==> src/rtl/score_bcd_scheduler_if.sv <==
// rtl/score_bcd_scheduler_if.sv - request/result bundle between the two score requesters and the shared BCD engine
// Optional leading-blank outputs are present when SCORE_BCD_LEADING_BLANK_EN is defined.
interface score_bcd_scheduler_if #(
    parameter int DATA_W = 16
);
    logic              req_a;
    logic [DATA_W-1:0] bin_a;
    logic              ack_a;
    logic [15:0]       bcd_a;
    logic              ovf_a;
    logic              done_a;
    logic              req_b;
    logic [DATA_W-1:0] bin_b;
    logic              ack_b;
    logic [15:0]       bcd_b;
    logic              ovf_b;
    logic              done_b;
    logic              busy;
`ifdef SCORE_BCD_LEADING_BLANK_EN
    logic [3:0]        blank_a;
    logic [3:0]        blank_b;

    modport master (
        output req_a, bin_a, req_b, bin_b,
        input  ack_a, bcd_a, ovf_a, done_a, ack_b, bcd_b, ovf_b, done_b, busy, blank_a, blank_b
    );
    modport slave (
        input  req_a, bin_a, req_b, bin_b,
        output ack_a, bcd_a, ovf_a, done_a, ack_b, bcd_b, ovf_b, done_b, busy, blank_a, blank_b
    );
`else
    modport master (
        output req_a, bin_a, req_b, bin_b,
        input  ack_a, bcd_a, ovf_a, done_a, ack_b, bcd_b, ovf_b, done_b, busy
    );
    modport slave (
        input  req_a, bin_a, req_b, bin_b,
        output ack_a, bcd_a, ovf_a, done_a, ack_b, bcd_b, ovf_b, done_b, busy
    );
`endif
endinterface

==> src/rtl/score_bcd_scheduler.sv <==
// rtl/score_bcd_scheduler.sv - round-robin shared double-dabble binary-to-BCD engine for two score displays
// Optional macro SCORE_BCD_LEADING_BLANK_EN adds registered leading-zero blank masks per player.
module score_bcd_scheduler #(
    parameter int DATA_W    = 16,
    parameter int MAX_VALUE = 9999
) (
    input  logic                  clk,
    input  logic                  rst_n,
    score_bcd_scheduler_if.slave  bus
);
    typedef enum logic {IDLE, SHIFT} state_t;

    localparam logic [DATA_W-1:0] MAX_V = DATA_W'(MAX_VALUE);

    state_t            state;
    logic              last_grant;
    logic              owner;
    logic              ovf_pend;
    logic [4:0]        cnt;
    logic [DATA_W-1:0] operand;
    logic [15:0]       acc;

    logic              grant_a;
    logic              grant_b;
    logic [DATA_W-1:0] bin_sel;
    logic [15:0]       adj;
    logic [15:0]       acc_next;

    // last_grant == 1 means B was served last, so A wins a tie
    always_comb begin
        grant_a = bus.req_a & (~bus.req_b | last_grant);
        grant_b = bus.req_b & (~bus.req_a | ~last_grant);
        bin_sel = grant_b ? bus.bin_b : bus.bin_a;
        adj     = acc;
        for (int i = 0; i < 4; i++) begin
            if (acc[4*i +: 4] >= 4'd5)
                adj[4*i +: 4] = acc[4*i +: 4] + 4'd3;
        end
        acc_next = {adj[14:0], operand[DATA_W-1]};
    end

    assign bus.ack_a = (state == IDLE) & grant_a;
    assign bus.ack_b = (state == IDLE) & grant_b;

`ifdef SCORE_BCD_LEADING_BLANK_EN
    logic [3:0] blank_next;

    always_comb begin
        blank_next    = 4'b0000;
        blank_next[3] = (acc_next[15:12] == 4'd0);
        blank_next[2] = blank_next[3] & (acc_next[11:8] == 4'd0);
        blank_next[1] = blank_next[2] & (acc_next[7:4] == 4'd0);
    end
`endif

    always_ff @(posedge clk or negedge rst_n) begin
        if (!rst_n) begin
            state      <= IDLE;
            last_grant <= 1'b1;
            owner      <= 1'b0;
            ovf_pend   <= 1'b0;
            cnt        <= 5'd0;
            operand    <= '0;
            acc        <= 16'h0000;
            bus.busy   <= 1'b0;
            bus.bcd_a  <= 16'h0000;
            bus.ovf_a  <= 1'b0;
            bus.done_a <= 1'b0;
            bus.bcd_b  <= 16'h0000;
            bus.ovf_b  <= 1'b0;
            bus.done_b <= 1'b0;
`ifdef SCORE_BCD_LEADING_BLANK_EN
            bus.blank_a <= 4'b1110;
            bus.blank_b <= 4'b1110;
`endif
        end else begin
            bus.done_a <= 1'b0;
            bus.done_b <= 1'b0;
            case (state)
                IDLE: begin
                    if (grant_a | grant_b) begin
                        owner      <= grant_b;
                        last_grant <= grant_b;
                        operand    <= (bin_sel > MAX_V) ? MAX_V : bin_sel;
                        ovf_pend   <= (bin_sel > MAX_V);
                        cnt        <= 5'(DATA_W);
                        acc        <= 16'h0000;
                        bus.busy   <= 1'b1;
                        state      <= SHIFT;
                    end
                end
                SHIFT: begin
                    acc     <= acc_next;
                    operand <= operand << 1;
                    cnt     <= cnt - 5'd1;
                    if (cnt == 5'd1) begin
                        bus.busy <= 1'b0;
                        state    <= IDLE;
                        if (owner) begin
                            bus.bcd_b  <= acc_next;
                            bus.ovf_b  <= ovf_pend;
                            bus.done_b <= 1'b1;
`ifdef SCORE_BCD_LEADING_BLANK_EN
                            bus.blank_b <= blank_next;
`endif
                        end else begin
                            bus.bcd_a  <= acc_next;
                            bus.ovf_a  <= ovf_pend;
                            bus.done_a <= 1'b1;
`ifdef SCORE_BCD_LEADING_BLANK_EN
                            bus.blank_a <= blank_next;
`endif
                        end
                    end
                end
                default: state <= IDLE;
            endcase
        end
    end
endmodule

==> src/flat_wrapper.sv <==
// flat-port wrapper written by rule: the top's interface ports become plain ports
module score_bcd_scheduler_flat 
#(
    parameter int DATA_W    = 16,
    parameter int MAX_VALUE = 9999
)
  (clk, rst_n, bus_req_a, bus_bin_a, bus_req_b, bus_bin_b, bus_ack_a, bus_bcd_a, bus_ovf_a, bus_done_a, bus_ack_b, bus_bcd_b, bus_ovf_b, bus_done_b, bus_busy);
  score_bcd_scheduler_if #(.DATA_W(DATA_W)) bus_i ();
  input  logic clk;
  input  logic rst_n;
  input wire logic [$bits(bus_i.req_a)-1:0] bus_req_a;
  input wire logic [$bits(bus_i.bin_a)-1:0] bus_bin_a;
  input wire logic [$bits(bus_i.req_b)-1:0] bus_req_b;
  input wire logic [$bits(bus_i.bin_b)-1:0] bus_bin_b;
  output wire logic [$bits(bus_i.ack_a)-1:0] bus_ack_a;
  output wire logic [$bits(bus_i.bcd_a)-1:0] bus_bcd_a;
  output wire logic [$bits(bus_i.ovf_a)-1:0] bus_ovf_a;
  output wire logic [$bits(bus_i.done_a)-1:0] bus_done_a;
  output wire logic [$bits(bus_i.ack_b)-1:0] bus_ack_b;
  output wire logic [$bits(bus_i.bcd_b)-1:0] bus_bcd_b;
  output wire logic [$bits(bus_i.ovf_b)-1:0] bus_ovf_b;
  output wire logic [$bits(bus_i.done_b)-1:0] bus_done_b;
  output wire logic [$bits(bus_i.busy)-1:0] bus_busy;
  assign bus_i.req_a = bus_req_a;
  assign bus_i.bin_a = bus_bin_a;
  assign bus_i.req_b = bus_req_b;
  assign bus_i.bin_b = bus_bin_b;
  assign bus_ack_a = bus_i.ack_a;
  assign bus_bcd_a = bus_i.bcd_a;
  assign bus_ovf_a = bus_i.ovf_a;
  assign bus_done_a = bus_i.done_a;
  assign bus_ack_b = bus_i.ack_b;
  assign bus_bcd_b = bus_i.bcd_b;
  assign bus_ovf_b = bus_i.ovf_b;
  assign bus_done_b = bus_i.done_b;
  assign bus_busy = bus_i.busy;
  score_bcd_scheduler #(.DATA_W(DATA_W), .MAX_VALUE(MAX_VALUE)) u_core (.clk(clk), .rst_n(rst_n), .bus(bus_i));
endmodule
==> config.mk <==
export PLATFORM = sky130hd
export DESIGN_NAME = score_bcd_scheduler_flat
export DESIGN_NICKNAME = d
export VERILOG_FILES = /design/src/rtl/score_bcd_scheduler_if.sv /design/src/rtl/score_bcd_scheduler.sv /design/src/flat_wrapper.sv
export SDC_FILE = /design/constraint.sdc
export NUM_CORES = 1
export LEC_CHECK = 0
export ABC_CLOCK_PERIOD_IN_PS = 2150
export CORE_MARGIN = 4
export CORE_UTILIZATION = 30
export DETAILED_ROUTE_END_ITERATION = 10
export DONT_BUFFER_PORTS = 1
export PLACE_DENSITY_LB_ADDON = 0.05
export SLEW_MARGIN = 40
export SYNTH_ARGS = -nofsm -noshare
export SYNTH_HDL_FRONTEND = slang
export SYNTH_SLANG_ARGS = --single-unit
==> constraint.sdc <==
create_clock -name clk -period 2.15 [get_ports clk]
set_input_delay 0.1075 -clock clk [delete_from_list [all_inputs] [get_ports clk]]
set_output_delay 0.1075 -clock clk [all_outputs]
set_load 0.05 [all_outputs]
**After elaboration in Yosys (flattened, before gate mapping)**

Cells that the tools add are included.

- Register bits after elaboration: 78
- Bits of input ports: 36
- Output and inout bits: 39
- Logic and storage cells: 67

- $add $sub $neg: 5
- Magnitude comparators: 5
- Equal/unequal tests: 3
- Multiplexer cells: 24
- Bitwise logic cells: 12
- Reductions and logical operators: 4

Operators with widths:

| operator | count |
|---|---|
| $mux 16 | 4 |
| $pmux 16 s2 | 2 |
| $ge 4x3->1 const B | 4 |
| $gt 16x14->1 const B | 1 |
| $add 4x2->4 const B | 3 |
| $mux 4 | 3 |
| $mux 1 | 10 |
| $pmux 5 s2 | 1 |
| $reduce_and 3->1 | 2 |
| $eq 5x1->1 const B | 1 |
| $mux 5 | 1 |
| $not 1->1 | 5 |
| $sub 5x1->5 const B | 1 |
| $and 1x1->1 | 4 |
| $ne 2x2->1 const B | 2 |
| $pmux 1 s2 | 2 |
| $reduce_and 2->1 | 2 |
| $add 3x2->3 const B | 1 |
| $mux 3 | 1 |
| $or 1x1->1 | 3 |

**Logic depth before layout (Yosys ltp)**

Gate-level depths: netlist (run 1).

- Depth in word-level cells: 8
- Mapped depth: 6
- Depth with buffers taken out: 6

**Worst setup path before layout (run 1)**

No wires, ideal clock.

- Path kind: register to register
- Start point: reg u_core.cnt[0]
- End point: reg u_core.bus.bcd_b[15]
- Library setup time: 125 ps
- Arrival time: 1,621 ps
- Required time: 2,025 ps
- Setup slack: 405 ps
- Cell stages (with the launch flop): 6
- Buffers on the path: 1
- Period minus slack after synthesis: 1,745 ps
- Cell sequence: dfrtp_1 -> ha_1 -> and4b_1 -> nand2_1 -> buf_2 -> mux2_2

- Longest elaborated chain between the ends: 2

Ends and longest elaborated chain:

| what | line | source |
|---|---|---|
| from (decl) | score_bcd_scheduler.sv:19 | `logic [4:0] cnt;` |
| from (signal assigned) | score_bcd_scheduler.sv:86 | `cnt <= 5'(DATA_W);` |
| from (signal assigned) | score_bcd_scheduler.sv:95 | `cnt <= cnt - 5'd1;` |
| $eq 5x1->1 | score_bcd_scheduler.sv:96 | `if (cnt == 5'd1) begin` |
| $reduce_and 3->1 (no line) | - |  |
| to (signal assigned) | score_bcd_scheduler.sv:100 | `bus.bcd_b <= acc_next;` |
| to (decl) | score_bcd_scheduler_if.sv:38 | `output ack_a, bcd_a, ovf_a, done_a, ack_b, bcd_b, ovf_b, done_b, busy` |

No other way between the ends.
A chain may end at the register's enable or synchronous reset.

**Final worst setup path (run 1)**

- Start point: reg u_core.state
- End point: reg u_core.last_grant

- Longest elaborated chain between the ends: 2

Ends and longest elaborated chain:

| what | line | source |
|---|---|---|
| from (decl) | score_bcd_scheduler.sv:15 | `state_t state;` |
| from (signal assigned) | score_bcd_scheduler.sv:58 | `state <= IDLE;` |
| from (signal assigned) | score_bcd_scheduler.sv:89 | `state <= SHIFT;` |
| from (signal assigned) | score_bcd_scheduler.sv:98 | `state <= IDLE;` |
| $not 1->1 (no line) | - |  |
| $reduce_and 2->1 (no line) | - |  |
| to (signal assigned) | score_bcd_scheduler.sv:83 | `last_grant <= grant_b;` |
| to (decl) | score_bcd_scheduler.sv:16 | `logic last_grant;` |

No other way between the ends.

==> results of run 1 <==
==> worst max-delay path, cell delays in order, from the launching register on <==
cell and delay [ps]:
dfrtp_1 410, buf_4 260, clkinv_1 300, a21oi_1 220
a21oi_1 50, dlygate4sd3_1 550
==> registers in the layout, summed over array words and instances, names as in the netlist <==
name	flops
u_core.bus.done_b	1
u_core.bus.bcd_a	16
u_core.bus.ovf_a	1
u_core.bus.ovf_b	1
u_core.last_grant	1
u_core.acc	16
u_core.ovf_pend	1
u_core.cnt	5
u_core.operand	16
u_core.bus.busy	1
u_core.owner	1
u_core.bus.done_a	1
u_core.bus.bcd_b	16
u_core.state	1
==> worst max path at each step <==
stage / start / to / slack [ps] / cells past startpoint
floorplan: u_core.cnt[0]$_DFFE_PN0P_ / u_core.bus.bcd_b[15]$_DFFE_PN0P_ / 400 / 5
global placement: u_core.last_grant$_DFFE_PN1P_ / u_core.operand[7]$_DFFE_PN0P_ / 390 / 4
detailed placement: u_core.last_grant$_DFFE_PN1P_ / u_core.operand[5]$_DFFE_PN0P_ / 380 / 4
CTS: u_core.state$_DFF_PN0_ / u_core.last_grant$_DFFE_PN1P_ / 270 / 5
global route: u_core.state$_DFF_PN0_ / u_core.last_grant$_DFFE_PN1P_ / 140 / 5
finish: u_core.state$_DFF_PN0_ / u_core.last_grant$_DFFE_PN1P_ / 300 / 5
==> timing repair <==
action,4_1_cts,5_1_grt
setup endpoints to repair,0,0
hold endpoints to repair,84,0
hold buffers,12,0
==> power by group <==
group | internal (mW) | switching, mW
clock network | 0.873 | 0.599
registers | 2.07 | 1.41
logic | 0.973 | 0.974
total | 3.91 | 2.98
==> per-layer routing <==
metal	share of wire [%]	wire (microns)	global-route usage, %	up-vias
li1	-	-	-	1211
met1	48	4248	18.16	1221
met2	45	3935	19.58	68
met3	5.3	462	3.892	11
met4	1.5	128	5.275	0
met5	0	0	0	-
==> cell type report <==
cell class / instances / area share [%]
Tap cell: 143 / 4.175
Clock inverter: 3 / 0.4088
Timing Repair Buffer: 24 / 5.314
Multi-Input combinational cell: 216 / 36.73
Sequential cell: 78 / 45.58
Inverter: 17 / 1.489
Clock buffer: 13 / 6.307
==> through the flow <==
stage / setup slack (ps) / cells
2_1_floorplan: 404.6 / 323
3_3_place_gp: 393.0 / 466
3_5_place_dp: 375.0 / 466
4_1_cts: 273.0 / 494
5_1_grt: 139.8 / 494
6_report: 300.7 / 494
==> layout by cell type (no fill, tap or decap), types with 2 or more instances in the layout <==
| cell | n |
|---|---|
| inv_1 | 16 |
| and2_1 | 2 |
| mux2i_1 | 13 |
| a21oi_1 | 13 |
| o22ai_1 | 13 |
| dfrtp_1 | 77 |
| or4_1 | 2 |
| a22o_1 | 13 |
| nand4_1 | 2 |
| nor2_1 | 13 |
| dlygate4sd3_1 | 11 |
| o21ai_0 | 14 |
| nand2b_1 | 5 |
| ha_1 | 10 |
| nand3_1 | 2 |
| clkbuf_16 | 9 |
| nand2_1 | 36 |
| buf_4 | 12 |
| a22oi_1 | 6 |
| xnor2_1 | 6 |
| clkbuf_8 | 3 |
| nor4_1 | 2 |
| o31ai_1 | 6 |
| a31oi_1 | 7 |
| clkinv_2 | 2 |
| nor3_1 | 3 |
| mux2_2 | 34 |
==> kinds of logic after synthesis <==
logic type	Yosys count	synth area share (%)
buffers and inverters	29	3.166
DFF	78	53.72
AOI/OAI and AO/OA	77	13.94
xor gates and xnor gates	7	1.686
adders and majority gates	10	3.441
and+or+nand+nor	75	9.945
muxes	47	14.11
==> flow_summary.ini, run 1 <==
[outcome]
status = finished clean

[sta]
relSlewSlack_pct = 66.78
period_minus_slack_ps = 1849
rsz0062_at_grt = no
whs_ps = 17.68
fin_crit_sh_pct = 86.01
max_clock_freq_mhz = 540.8
finalMaxSlewViolations = 0
tightest_slew_ps = 498.3
tns_ps = 0
hold_viol_final = 0
setup_viol = 0
skew_ps = 5.169

[floorplanning]
io_pins = 75
rows = 39
die_y_microns = 118.1
core_area_sq_um = 11660
die_w_microns = 118.1
dieArea_sq_um = 13950
start_util_pct = 31.18

[place]
place.gp.congestion = 0.7605
hpwl_microns = 6053
port_buffers = 0
placed_cell_area_sq_um = 3860

[cts]
path_clk_slew_ps = 60
numCtsBuffers = 9
clock-sinks = 78
cts_resized = 0
cts_setup_buffers = 0
clock_path_buffers = 2
clockRootBuffer = clkbuf_16
clk_latency_ps = 330
htree_levels = 3
cts_tree = yes

[route]
dr.pass1.iters = 4
wl_per_cell_microns = 17.76
drt-total-wl_microns = 8774
ant_nets = 0
viasPerCell = 5.083
post-route-drc-count = 0
via_count = 2511
drtIter0Drc = 110

[logic_synthesis]
synth_cell_types = 41
yosys.area.top_type = dfrtp_1
synthTopCellsByArea = dfrtp_1, mux2_2, nand2_1
synth.avg_cell_area_sq_um = 11.26
ys_ff_latch = 78
synth_area_sq_um = 3636
syn_nets = 369
yosys_warnings = 0
ys_top_cells_by_count = dfrtp_1, nand2_1, mux2_2
async_flop_share_pct = 100.0
syn_inst = 323
synth.yosys.seq_area_share_pct = 53.72
synth_edf_count = 0
synth_top_cell_area_share_pct = 52.99
synth_top_flop_cell = dfrtp_1
yosysMostFrequentCell = dfrtp_1

[global_routing]
grt_max_degree = 79
grt_first_pass_wirelength_microns = 14550
grt_pass1_vias = 2699
grtUsageTotal_pct = 13.25
antenna_found_initial = 0
gr-total-overflow = 0

[finish]
seq_area_sq_um = 1953
final_area_sq_um = 4285
multi_input_area_sq_um = 1574
fill_cells = 1156
syn_to_final_growth_pct = 17.86
diodes = 0
nNetsFinal = 392
drive_gt1_share_pct = 19.66
final_util_pct = 36.75

[power_and_ir_drop]
p_per_area_nw_per_um2 = 1610
ir_worst_vdd_uv = 445.2
p_leak_nw = 1.995
power_mw = 6.898

[setup_path]
crit_path_start_kind = flip-flop
r2r_cells = 5
crit_path_max_fanout = 17
r2r_start = u_core.state$_DFF_PN0_
cp-end-kind = flip-flop
ff2ff_setup_slack_ps = 300
crit_required_ps = 2410
arrival_ps = 2110
regToRegEndpoint = u_core.last_grant$_DFFE_PN1P_
critical_path_class = reg2reg

[run]
max_cap_viol_count = 0

[hold_path]
hold_path_depth = 2
min_to = u_core.operand[2]$_DFFE_PN0P_
min_path_type = in2reg
hold_start = bus_bin_b[2]
(Power assumes the default switching activity.)
==> run 2: changes to the inputs <==
- CORE_UTILIZATION: 30 -> 50
- PLACE_DENSITY_LB_ADDON: 0.05 -> default
==> run 2 against run 1 <==
Net effect:
- sequential cell count stayed put
- clock skew is 3.4 ps higher
- clock power is 14% lower
- combinational power is 3% higher
- largest power group unchanged
==> flow_summary.ini, run 2 (synthesis gave the netlist of run 1 again) <==
[power_and_ir_drop]
power_mw = 6.742
ir_worst_vdd_uv = 573.9
p_leak_nw = 1.995
p_per_area_nw_per_um2 = 1590

[floorplanning]
core_area_sq_um = 6944
rows = 30
io_pins = 75
dieArea_sq_um = 8700
die_w_microns = 93.28
die_y_microns = 93.28
start_util_pct = 52.36

[finish]
multi_input_area_sq_um = 1580
final_common_cell = dfrtp_1
diodes = 0
fill_cells = 578
nNetsFinal = 397
drive_gt1_share_pct = 19.94
seq_area_sq_um = 1953
syn_to_final_growth_pct = 16.62
layout_common_cells = dfrtp_1, nand2_1, mux2_2, dlygate4sd3_1, inv_1

[place]
port_buffers = 0
hpwl_microns = 5347
post-place-ws_ps = 472.8
place.gp.congestion = 0.8298

[setup_path]
cp-end-kind = flip-flop
max_stage_delay_ps = 570
arrival_ps = 2220
crit_chain = a21boi_2 > nand3_1 > a21oi_2 > a31oi_1 > dlygate4sd3_1
crit_path_start_kind = flip-flop
crit_path_max_fanout = 8
critical_path_class = reg2reg
slowest_stage = dlygate4sd3_1
crit_required_ps = 2380

[sta]
max_clock_freq_mhz = 501.5
tightest_slew_ps = 496.5
rsz0062_at_grt = no
period_minus_slack_ps = 1994
finalMaxSlewViolations = 0
tns_ps = 0
fin_crit_sh_pct = 92.74
hold_viol_final = 0
skew_ps = 8.598
relSlewSlack_pct = 66.90
fin_ws_ps = 156.0
setup_viol = 0

[global_routing]
grt_max_degree = 79
grt_pass1_vias = 2588
gr-total-overflow = 0
grt_first_pass_wirelength_microns = 13030
grtUsageTotal_pct = 19.11
antenna_found_initial = 0

[route]
ant_nets = 0
post-route-drc-count = 0
drtIter0Drc = 110
viasPerCell = 5.624
wl_per_cell_microns = 17.27
dr.pass1.iters = 4
drt-total-wl_microns = 7806
via_count = 2542

[cts]
path_clk_slew_ps = 80
clk_latency_ps = 350
numCtsBuffers = 9
htree_levels = 3
cts_tree = yes
clock_path_buffers = 2
cts_setup_buffers = 0
clockRootBuffer = clkbuf_8
clock-sinks = 78

[run]
max_cap_viol_count = 0

[outcome]
status = finished clean

[hold_path]
min_path_type = in2reg
-- run 2: cell types whose count changed in the layout (fill, tap and decap cells not counted), sizes merged --
cell	delta
buf	-1
bufinv	+2
clkbuf	-3
clkinv	-2
clkinvlp	+1
dlygate4sd3	+6
inv	+2
-- run 2: area by class of cell --
class / instances / share of cell area [%]
sequential: 78 / 46.06
multi-input combinational: 216 / 37.27
timing repair buffer: 29 / 6.905
clock buffer: 10 / 3.246
tap: 96 / 2.833
clock inverter: 6 / 2.184
inverter: 17 / 1.505
-- run 2: worst paths after layout --
path	slack, ps	cells after the start	start	to
max	160	5	u_core.last_grant$_DFFE_PN1P_	u_core.operand[9]$_DFFE_PN0P_
max in group asynchronous	1470	2	rst_n	u_core.last_grant$_DFFE_PN1P_
min in group asynchronous	310	2	rst_n	u_core.bus.bcd_a[8]$_DFFE_PN0P_
max reg2reg	160	5	u_core.last_grant$_DFFE_PN1P_	u_core.operand[9]$_DFFE_PN0P_
min	0.2	2	bus_bin_b[4]	u_core.operand[4]$_DFFE_PN0P_
min reg2reg	510	1	u_core.operand[14]$_DFFE_PN0P_	u_core.operand[14]$_DFFE_PN0P_
-- run 2: through the flow --
stage / utilization, % / instances / instance area (sq um) / hold slack (ps)
2_1_floorplan: - / 323 / 3636 / -188.1
3_3_place_gp: 54.81 / 418 / 3806 / -186.5
3_5_place_dp: 54.81 / 418 / 3806 / -186.1
4_1_cts: 60.68 / 450 / 4214 / 0.5148
5_1_grt: 61.06 / 452 / 4240 / 5.602
6_report: 61.06 / 452 / 4240 / 0.1743
-- run 2: where the power goes --
part / switching (mW) / internal, mW
clock: 0.572 / 0.694
sequential: 1.40 / 2.06
combinational: 0.982 / 1.03
-- run 2: metal layers --
metal	global-route usage, %	vias to the layer above	wire length [microns]
met5	0	-	0
met4	4.762	0	74
met3	5.873	9	567
met2	29.84	84	3701
met1	26.01	1223	3462
li1	-	1226	-
-- run 2: timing repair --
action	4_1_cts	5_1_grt
gates resized for setup	0	2
hold buffers	16	2
setup endpoints to repair	0	4
endpoints found under the hold margin	88	1
-- run 2: critical path, delay by kind of cell, from the launching register on --
family                 cells  cell delay (ps)
AO/OA/AOI/OAI              3              670
buffers and inverters      1              570
flip-flops                 1              400
AND/OR/NAND/NOR            1              230
